**src/rtl/write_pulse_seq.sv**
```systemverilog
// rtl/write_pulse_seq.sv - RRAM write/charge-test pulse sequencer driving the analog control pins
module write_pulse_seq #(
    parameter int WORD_SIZE        = 48,
    parameter int ADDR_BITS_N      = 16,
    parameter int BSL_DAC_BITS_N   = 5,
    parameter int WL_DAC_BITS_N    = 8,
    parameter int PW_BITS_N        = 8,
    parameter int SETUP_CYC_BITS_N = 6
) (
    input  logic                        clk,
    input  logic                        rst,
    input  logic                        start,
    input  logic                        test_cpulse,
    input  logic                        set_rst_in,
    input  logic [ADDR_BITS_N-1:0]      addr_in,
    input  logic [WORD_SIZE-1:0]        di_mask_in,
    input  logic [BSL_DAC_BITS_N-1:0]   bsl_lvl_in,
    input  logic [WL_DAC_BITS_N-1:0]    wl_lvl_in,
    input  logic [PW_BITS_N-1:0]        pw_in,
    input  logic [SETUP_CYC_BITS_N-1:0] setup_in,
    input  logic                        all_dacs_on,
    output logic                        busy,
    output logic                        done,
    output logic                        aclk,
    output logic                        we,
    output logic                        bl_en,
    output logic                        sl_en,
    output logic                        wl_en,
    output logic                        bsl_dac_en,
    output logic                        wl_dac_en,
    output logic                        bleed_en,
    output logic                        read_dac_en,
    output logic                        set_rst,
    output logic [BSL_DAC_BITS_N-1:0]   bsl_dac_config,
    output logic [WL_DAC_BITS_N-1:0]    wl_dac_config,
    output logic [WORD_SIZE-1:0]        di,
    output logic [ADDR_BITS_N-1:0]      rram_addr
);

    localparam int CNT_W = (PW_BITS_N > SETUP_CYC_BITS_N) ? PW_BITS_N : SETUP_CYC_BITS_N;

    typedef enum logic [2:0] {
        S_IDLE,
        S_SETUP,
        S_PULSE,
        S_CP_BL,
        S_CP_GAP,
        S_CP_WL,
        S_DONE
    } state_t;

    state_t             state, state_d, state_n;
    logic [CNT_W-1:0]   cnt, cnt_d;
    logic [CNT_W-1:0]   pwn_m1_q;
    logic [1:0]         pwc_m1_q;

    logic [CNT_W-1:0]   pw_ext, su_ext;
    logic [CNT_W-1:0]   pwn_m1_in, sun_m1_in;
    logic [1:0]         pwc_m1_in;
    logic               accept;

    logic busy_d, done_d, aclk_d, we_d, bl_d, sl_d, wl_d, bdac_d, wdac_d;

    assign accept = (state == S_IDLE) && start;

    // Clamped counter reload values: widths of 0 behave as 1, charge pulse capped at 3
    always_comb begin
        pw_ext    = CNT_W'(pw_in);
        su_ext    = CNT_W'(setup_in);
        pwn_m1_in = (pw_ext == '0) ? '0 : pw_ext - CNT_W'(1);
        sun_m1_in = (su_ext == '0) ? '0 : su_ext - CNT_W'(1);
        if (pw_ext >= CNT_W'(3))
            pwc_m1_in = 2'd2;
        else if (pw_ext == '0)
            pwc_m1_in = 2'd0;
        else
            pwc_m1_in = pw_ext[1:0] - 2'd1;
    end

    always_comb begin
        state_d = state;
        cnt_d   = cnt;
        case (state)
            S_IDLE: begin
                if (start) begin
                    if (test_cpulse) begin
                        state_d = S_CP_BL;
                        cnt_d   = CNT_W'(pwc_m1_in);
                    end else begin
                        state_d = S_SETUP;
                        cnt_d   = sun_m1_in;
                    end
                end
            end
            S_SETUP: begin
                if (cnt == '0) begin
                    state_d = S_PULSE;
                    cnt_d   = pwn_m1_q;
                end else begin
                    cnt_d = cnt - CNT_W'(1);
                end
            end
            S_PULSE: begin
                if (cnt == '0) state_d = S_DONE;
                else           cnt_d   = cnt - CNT_W'(1);
            end
            S_CP_BL: begin
                if (cnt == '0) state_d = S_CP_GAP;
                else           cnt_d   = cnt - CNT_W'(1);
            end
            S_CP_GAP: begin
                state_d = S_CP_WL;
                cnt_d   = CNT_W'(pwc_m1_q);
            end
            S_CP_WL: begin
                if (cnt == '0) state_d = S_DONE;
                else           cnt_d   = cnt - CNT_W'(1);
            end
            S_DONE:  state_d = S_IDLE;
            default: state_d = S_IDLE;
        endcase
    end

    // Pin values are decoded from the upcoming state so the output flops line up with it
    always_comb begin
        state_n = rst ? S_IDLE : state_d;
        busy_d  = (state_n != S_IDLE);
        done_d  = 1'b0;
        aclk_d  = 1'b0;
        we_d    = 1'b0;
        bl_d    = 1'b0;
        sl_d    = 1'b0;
        wl_d    = 1'b0;
        bdac_d  = all_dacs_on;
        wdac_d  = all_dacs_on;
        case (state_n)
            S_SETUP: begin
                bl_d = 1'b1; sl_d = 1'b1; wl_d = 1'b1; bdac_d = 1'b1; wdac_d = 1'b1;
            end
            S_PULSE: begin
                bl_d = 1'b1; sl_d = 1'b1; wl_d = 1'b1; bdac_d = 1'b1; wdac_d = 1'b1;
                we_d = 1'b1; aclk_d = 1'b1;
            end
            S_CP_BL: begin
                bl_d = 1'b1; sl_d = 1'b1; we_d = 1'b1; bdac_d = 1'b1; wdac_d = 1'b1;
            end
            S_CP_GAP: begin
                sl_d = 1'b1; we_d = 1'b1; bdac_d = 1'b1; wdac_d = 1'b1;
            end
            S_CP_WL: begin
                wl_d = 1'b1; sl_d = 1'b1; we_d = 1'b1; bdac_d = 1'b1; wdac_d = 1'b1;
            end
            S_DONE:  done_d = 1'b1;
            default: ;
        endcase
    end

    always_ff @(posedge clk) begin
        state       <= state_n;
        busy        <= busy_d;
        done        <= done_d;
        aclk        <= aclk_d;
        we          <= we_d;
        bl_en       <= bl_d;
        sl_en       <= sl_d;
        wl_en       <= wl_d;
        bsl_dac_en  <= bdac_d;
        wl_dac_en   <= wdac_d;
        bleed_en    <= all_dacs_on;
        read_dac_en <= all_dacs_on;
        if (rst) begin
            cnt            <= '0;
            pwn_m1_q       <= '0;
            pwc_m1_q       <= '0;
            set_rst        <= 1'b0;
            di             <= '0;
            rram_addr      <= '0;
            bsl_dac_config <= '0;
            wl_dac_config  <= '0;
        end else begin
            cnt <= cnt_d;
            if (accept) begin
                pwn_m1_q       <= pwn_m1_in;
                pwc_m1_q       <= pwc_m1_in;
                set_rst        <= set_rst_in;
                di             <= di_mask_in ~^ {WORD_SIZE{set_rst_in}};
                rram_addr      <= addr_in;
                bsl_dac_config <= bsl_lvl_in;
                wl_dac_config  <= wl_lvl_in;
            end
        end
    end

endmodule

```
**config.mk**
```make
export PLATFORM = sky130hd
export DESIGN_NAME = write_pulse_seq
export DESIGN_NICKNAME = d
export VERILOG_FILES = /design/src/rtl/write_pulse_seq.sv
export SDC_FILE = /design/constraint.sdc
export NUM_CORES = 1
export LEC_CHECK = 0
export BUFFER_PORTS_ARGS = -buffer_cell sky130_fd_sc_hd__buf_2
export CAP_MARGIN = 20
export CORE_UTILIZATION = 35
export DETAILED_ROUTE_END_ITERATION = 12
export SYNTH_ARGS = -nofsm -noshare
export SYNTH_HDL_FRONTEND = slang
export SYNTH_SLANG_ARGS = --single-unit
```
**constraint.sdc**
```tcl
create_clock -name clk -period 5.02 [get_ports clk]
set_input_delay 0.502 -clock clk [delete_from_list [all_inputs] [get_ports clk]]
set_output_delay 0.502 -clock clk [all_outputs]
set_load 0.02 [all_outputs]
```
==> results.md, run 1 <==
| Quantity | Value |
|:---|:---|
| Result of the run | finished, final reports clean |
| Flip-flop and latch count after synthesis | 108 |
| Area share of the largest cell type after synthesis | 0.4369 |
| Instance area at placement | 0.005934 sq mm |
| Post-Synthesis Mean Instance Area | 7.994 sq um |
| Pre-CTS setup slack | 2.335 ns |
| Top cells by area, synth | dfxtp_1 44%, nand2_1 12%, a21oi_1 9.5%, xnor2_1 8.8%, nor2_1 2.2% |
| DP Cell Count | 944 |
| Leading cell type by number of instances after synthesis | nand2_1 |
| Number of enable flip-flop cells after synthesis | 0 |
| Clock slew at the register clock pins of the worst setup and hold paths | 0.07 ns |
| Signal arrival time at the worst endpoint | 2.95 ns |
| Total standard cell area after synthesis | 0.004948 sq mm |
| Cells after Synth | 619 |
| Clock network fraction of total power | 0.206 |
| Launch point of the worst hold path | all_dacs_on |
| Total die area | 0.01462 sq mm |
| Layout fillers | 1395 |
| Fraction of the mapped netlist area in compound gates | 0.1851 |
| Slew Limit Headroom | 0.4691 |
| Global-route wire length before repair | 21480 um |
| Number of global-route vias before repair | 4433 |
| Most frequent cells after synthesis | 164 x nand2_1, 108 x dfxtp_1, 94 x a21oi_1 |
| Final Core Density | 0.4501 |
| Total clock sinks | 108 |
| Initial DRC count | 243 |
| GRT busiest layer | met2 |
| Number of antenna diodes | 0 |
| Die width | 120.9 um |
| Starting utilization of the core area | 0.3579 |
| Sw Share | 0.4216 |
| Sort of element at the end of the critical path | register |
| Required time of the worst setup path | 5.28 ns |
| Non-filler instance count after layout | 960 |
| Setup violation total in the final timing report | 0 |
| Final estimated routing congestion in global placement | 0.8604 |
| GRT met2 Usage | 0.2961 |
| Largest net degree at the start of global routing | 102 |
| Post-synthesis sequential area ratio | 0.4369 |
| Max FO, Critical Path | 44 |
| Reg2Reg Depth | 5 |
| Final critical-path setup slack | 2.331 ns |
| Number of hold-repair buffers added at the cts stage | 0 |
| H-tree Lvls | 3 |
| Root buffer cell | clkbuf_16 |
| Total gr overflow | 0 |
| Number of gates given a new drive strength after cts | 0 |
| Storage cell area | 0.002162 sq mm |
| XOR/XNOR Fraction of Synth Area | 0.09558 |
| Most common flop cell mapped by yosys | dfxtp_1 |
| Multiplexer area fraction after synthesis | 0.006068 |
| Total core area | 0.01383 sq mm |
| Standard-cell rows | 43 |
| Combinational Power Share | 0.422 |
| Routed length per instance | 13.97 um |
| Leakage power | 2.679 nW |
| Endpoints failing hold | 0 |
| Slack of the worst reg-to-reg path | 2.33 ns |
| Maximum clock frequency | 0.3718 GHz |
| Portion of the clock cycle consumed by the worst path in the final layout | 0.5357 |
| Max rail drop VDD | 0.4720 mV |
| Syn nets | 721 |
| Signed area change from the synthesized netlist to the final layout | 25.76% |
| Largest area contributor in the synthesized netlist | dfxtp_1 |
| CTS tree | built |
| Remaining DRCs | 0 |
| Post-Route Skew | 0.007615 ns |
| Worst Setup Path Type | reg -> reg |
| Total clock buffers created by CTS | 9 |
| Number of antenna violations at the first check in global routing | 0 |
| Number of different library cells in the post-synthesis netlist | 54 |
| First-pass DRT Iterations | 4 |
| Type of the tightest min-delay check | in -> reg |
| Destination of the worst hold path | read_dac_en |
| Number of port buffers | 185 |
| Clock latency at the later pin of the worst-skew pair | 0.35 ns |
| Final Power | 3.207 mW |
| Worst hold path cell count | 1 |
| Seq pwr share | 0.372 |
| Die H | 120.9 um |
| Transition time at the pin with the least slew margin | 0.7964 ns |
| Fraction of the mapped netlist area in simple logic gates | 0.2131 |
| Power density cells | 515.3 mW/mm^2 |
| Met1 track demand over resource | 0.2229 |
| Dominant combinational cell family by area after synthesis | simple AND/OR/NAND/NOR gates |
| Hold slack final | 0.2708 ns |
| Buffers inserted by post-CTS timing repair | 0 |
| Fraction of registers with async set/reset | 0 |
| Count of vias placed by the detailed router | 4773 |
| Kind of launch point of the worst setup path | register |
| Final HPWL DP | 9381 um |
| Yosys Warn Count | 0 |
| Unrepaired setup endpoints after global routing | no |
| Detailed-route wire length | 13410 um |
| Time the final worst path needs with I/O delays and setup | 2.689 ns |
| Post-DR vias/cell | 4.972 |
| Final Slew Violations | 0 |
| Internal cell power | 1.855 mW |
| Antenna viol nets, final | 0 |
| Total global-route track usage | 0.1840 |
| Area used by multi-input combinational logic | 0.002540 sq mm |
| Net switching power | 1.352 mW |
| Setup TNS | 0 ns |
| Max Cap Violations | 0 |
| Count of nets after finishing | 878 |
| Capturing point of the worst reg2reg path | pwc_m1_q[1] |
| Proportion of layout cells with a drive suffix above 1 | 0.2795 |
| Adder-cell share of the synthesized area | 0.01264 |
| Clk buf depth | 2 |
| Startpoint of the worst register-to-register path | state[1] |
| Top-level port count | 186 |
| Met3 Track Usage GR | 0.07613 |
| Final Cell Area | 0.006223 sq mm |
metal layers:
metal	vias to the layer above	wire, um
li1	2392	-
met1	2178	5690
met5	-	0
met3	21	1185
met4	0	236
met2	182	6299
power by group through the flow:
stage	combinational [mW]	sequential, mW	clock (mW)
finish	1.35	1.19	0.662
global route	1.49	1.22	0.717
CTS	1.35	1.19	0.684
detailed placement	1.35	1.21	0
global placement	1.33	1.20	0
floorplan	0.855	1.34	0
flip-flops by register name (all words and copies together) (netlist names), 2 cells and up:
signal and cells:
wl_dac_config 8, di 48, bsl_dac_config 5, state 3
pwn_m1_q 8, cnt 8, rram_addr 16, pwc_m1_q 2
cell usage in the layout (no fill, tap or decap), types with 4 or more instances in the layout:
cell type,synthesis,final
buf_2,14,184
nand2_1,164,163
dfxtp_1,108,108
a21oi_1,94,94
xnor2_1,50,50
nor2_1,29,29
inv_1,12,12
nor3_1,11,11
a211oi_1,11,11
clkbuf_16,0,9
a22oi_1,7,7
nor4_1,7,7
o21ai_0,7,7
ha_1,5,5
nand3_1,4,4
o22ai_1,4,4
a31oi_1,4,4
xor2_1,4,4
o31ai_1,4,4
buf_4,2,4
how the worst max path moves through the flow:
stage,start,end,slack (ns)
2_1_floorplan,setup_in[0],cnt[2],2.98
3_3_place_gp,state[1],pwn_m1_q[6],2.40
3_5_place_dp,state[1],pwc_m1_q[1],2.33
4_1_cts,state[1],pwc_m1_q[1],2.32
5_1_grt,state[1],pwc_m1_q[1],2.13
6_report,state[1],pwc_m1_q[1],2.33
cell type report:
| cell class | instances | area share |
|---|---|---|
| repair buffers | 189 | 0.1560 |
| clock buffers | 11 | 0.03900 |
| flip-flops and latches | 108 | 0.3474 |
| clock inverters | 4 | 0.004222 |
| inverters | 15 | 0.009047 |
| well taps | 180 | 0.03619 |
| multi-input cells | 453 | 0.4081 |
critical path, cell delays in order (launching register included):
cell,delay [ns]
dfxtp_1,0.54
nor3_2,0.46
and2_2,0.75
buf_4,0.53
nor2_1,0.07
a211oi_1,0.23
kinds of logic after synthesis:
kind of cell               Yosys count
buffers and inverters               58
DFF                                108
xor gates and xnor gates            54
AOI/OAI and AO/OA                  152
and+or+nand+nor                    239
muxes                                3
adders and majority gates            5
Note: power is estimated with default switching activity, not from simulation.
==> run 2, diff against run 1 <==
==> constraint.sdc (replaced) <==
create_clock -name clk -period 2.4 [get_ports clk]
set_input_delay 0.24 -clock clk [delete_from_list [all_inputs] [get_ports clk]]
set_output_delay 0.24 -clock clk [all_outputs]
set_load 0.02 [all_outputs]
==> run 2 against run 1 <==
Effect of this change: count of clock-buffer cells in the layout rose by 3; setup slack got worse by 2.2 ns; largest cell class unchanged; critical path depth is 3 higher; highest routed layer unchanged; critical endpoint is now wl_dac_en; clock power grew 120%.
==> results.md, run 2 (synthesis results as in run 1) <==
| Quantity | Value |
|:---|:---|
| Global-route wire length before repair | 21860 um |
| Die width | 120.9 um |
| Final critical-path setup slack | 0.1719 ns |
| Largest net degree at the start of global routing | 54 |
| Slack of the worst reg-to-reg path | 0.17 ns |
| Storage cell area | 0.002163 sq mm |
| Result of the run | finished, final reports clean |
| Maximum clock frequency | 0.4488 GHz |
| Final Power | 6.958 mW |
| Sort of element at the end of the critical path | register |
| Number of antenna violations at the first check in global routing | 0 |
| Remaining DRCs | 0 |
| Number of antenna diodes | 0 |
| Final HPWL DP | 9651 um |
| Startpoint of the worst register-to-register path | cnt[0] |
| Slew Limit Headroom | 0.5674 |
| Unrepaired setup endpoints after global routing | no |
| Required time of the worst setup path | 2.64 ns |
| Seq pwr share | 0.351 |
| Net switching power | 2.870 mW |
| Capturing point of the worst reg2reg path | wl_dac_en |
| Clock slew at the register clock pins of the worst setup and hold paths | 0.07 ns |
| Clock network fraction of total power | 0.208 |
| Total die area | 0.01462 sq mm |
| Routed length per instance | 13.81 um |
| Critical path destination | wl_dac_en |
| Type of the tightest min-delay check | in -> reg |
| Layout fillers | 1366 |
| Root buffer cell | clkbuf_16 |
| Combinational Power Share | 0.441 |
| Area used by multi-input combinational logic | 0.002552 sq mm |
| Clk buf depth | 2 |
| Total global-route track usage | 0.1871 |
| Total clock buffers created by CTS | 9 |
| Final Slew Violations | 0 |
| Internal cell power | 4.088 mW |
| Total gr overflow | 0 |
| Clock latency at the later pin of the worst-skew pair | 0.35 ns |
| Proportion of layout cells with a drive suffix above 1 | 0.2926 |
| Commonest non-fill, non-tap cell in the layout | buf_2 |
| Setup TNS | 0 ns |
| Count of vias placed by the detailed router | 4852 |
| Starting utilization of the core area | 0.3579 |
| CTS tree | built |
| Portion of the clock cycle consumed by the worst path in the final layout | 0.9284 |
| Antenna viol nets, final | 0 |
| Total core area | 0.01383 sq mm |
| Leading registers by flop count | di (48), rram_addr (16) |
| Time the final worst path needs with I/O delays and setup | 2.228 ns |
| First-pass DRT Iterations | 5 |
| Die H | 120.9 um |
| Number of port buffers | 185 |
| Number of global-route vias before repair | 4599 |
| Pre-CTS setup slack | 0.1359 ns |
| Max FO, Critical Path | 8 |
| Power density cells | 1091 mW/mm^2 |
| Flip-flop count of the largest register, all copies and words added | 48 |
| Post-DR vias/cell | 4.987 |
| Final estimated routing congestion in global placement | 0.9035 |
| H-tree Lvls | 3 |
| Top-level port count | 186 |
| Signed area change from the synthesized netlist to the final layout | 28.85% |
| Count of nets after finishing | 890 |
| Setup violation total in the final timing report | 0 |
| Signal arrival time at the worst endpoint | 2.47 ns |
| Crit. Startpoint | cnt[0] |
| Worst Setup Path Type | reg -> reg |
| Initial DRC count | 277 |
| Most frequent cells in the layout | 184 x buf_2, 163 x nand2_1, 107 x dfxtp_1 |
| Kind of launch point of the worst setup path | register |
| Detailed-route wire length | 13440 um |
| Max rail drop VDD | 0.4465 mV |
| Endpoints failing hold | 0 |
| Total clock sinks | 108 |
| Post-Route Skew | 0.004773 ns |
| Sw Share | 0.4124 |
| Transition time at the pin with the least slew margin | 0.6430 ns |
| Reg2Reg Depth | 8 |
| Max Cap Violations | 0 |
| Register name with the most flops | di |
| Standard-cell rows | 43 |
| Leakage power | 2.757 nW |
## run 2: changes by cell type in the layout (fill, tap and decap cells not counted), sizes merged
cell,change
buf,+11
clkinv,-3
inv,+1
clkbuf,+3
dlygate4sd3,+1
## run 2: metal layers
metal	share of wire	vias to the layer above	wire, um	global-route usage
met4	0.020	0	271	0.07253
met1	0.43	2210	5828	0.2291
met5	0	-	0	0
met3	0.086	30	1158	0.06626
met2	0.46	186	6177	0.2989
li1	-	2426	-	-
## run 2: layout make-up
type / count / area share
Multi-Input combinational cell: 453 / 0.4003
Sequential cell: 108 / 0.3393
Timing Repair Buffer: 201 / 0.1707
Clock buffer: 14 / 0.04297
Tap cell: 180 / 0.03532
Inverter: 15 / 0.008830
Clock inverter: 2 / 0.002551
## run 2: per-stage QoR
| stage | cell area, sq um | util | hold slack [ns] | std cells |
|---|---|---|---|---|
| after global placement | 6062 | 0.4384 | 0.3591 | 956 |
| final | 6376 | 0.4611 | 0.1237 | 973 |
| after floorplan | 4949 | - | 0.2677 | 619 |
| after global routing | 6376 | 0.4611 | 0.1139 | 973 |
| after detailed placement | 6062 | 0.4384 | 0.3596 | 956 |
| after CTS | 6362 | 0.4601 | 0.1047 | 973 |
## run 2: what timing repair did
item	CTS	global route
setup buffers	0	0
hold endpoints to repair	1	0
resized for setup	0	4
endpoints found under the setup margin	0	3
hold buffers	1	0
## run 2: how the worst min path moves through the flow
| stage | cells past startpoint | startpoint | to | slack (ns) |
|---|---|---|---|---|
| global placement | 1 | all_dacs_on | read_dac_en | 0.36 |
| floorplan | 0 | all_dacs_on | read_dac_en | 0.27 |
| finish | 3 | addr_in[13] | rram_addr[13] | 0.12 |
| detailed placement | 1 | all_dacs_on | read_dac_en | 0.36 |
| CTS | 3 | addr_in[5] | rram_addr[5] | 0.10 |
| global route | 2 | rst | wl_en | 0.11 |
## run 2: power by group through the flow
stage / registers [mW] / clock network, mW / logic (mW)
final: 2.44 / 1.45 / 3.07
after floorplan: 2.80 / 0 / 1.79
after global routing: 2.49 / 1.57 / 3.39
after detailed placement: 2.47 / 0 / 3.04
after CTS: 2.44 / 1.50 / 3.05
after global placement: 2.46 / 0 / 3.00
## run 2: worst max-delay path: stages (launching register included)
cell	delay, ns
dfxtp_2	0.35
inv_1	0.13
ha_1	0.22
or4b_1	0.48
buf_4	0.21
nor4_4	0.28
a221oi_2	0.09
mux2i_1	0.16
or2_1	0.22
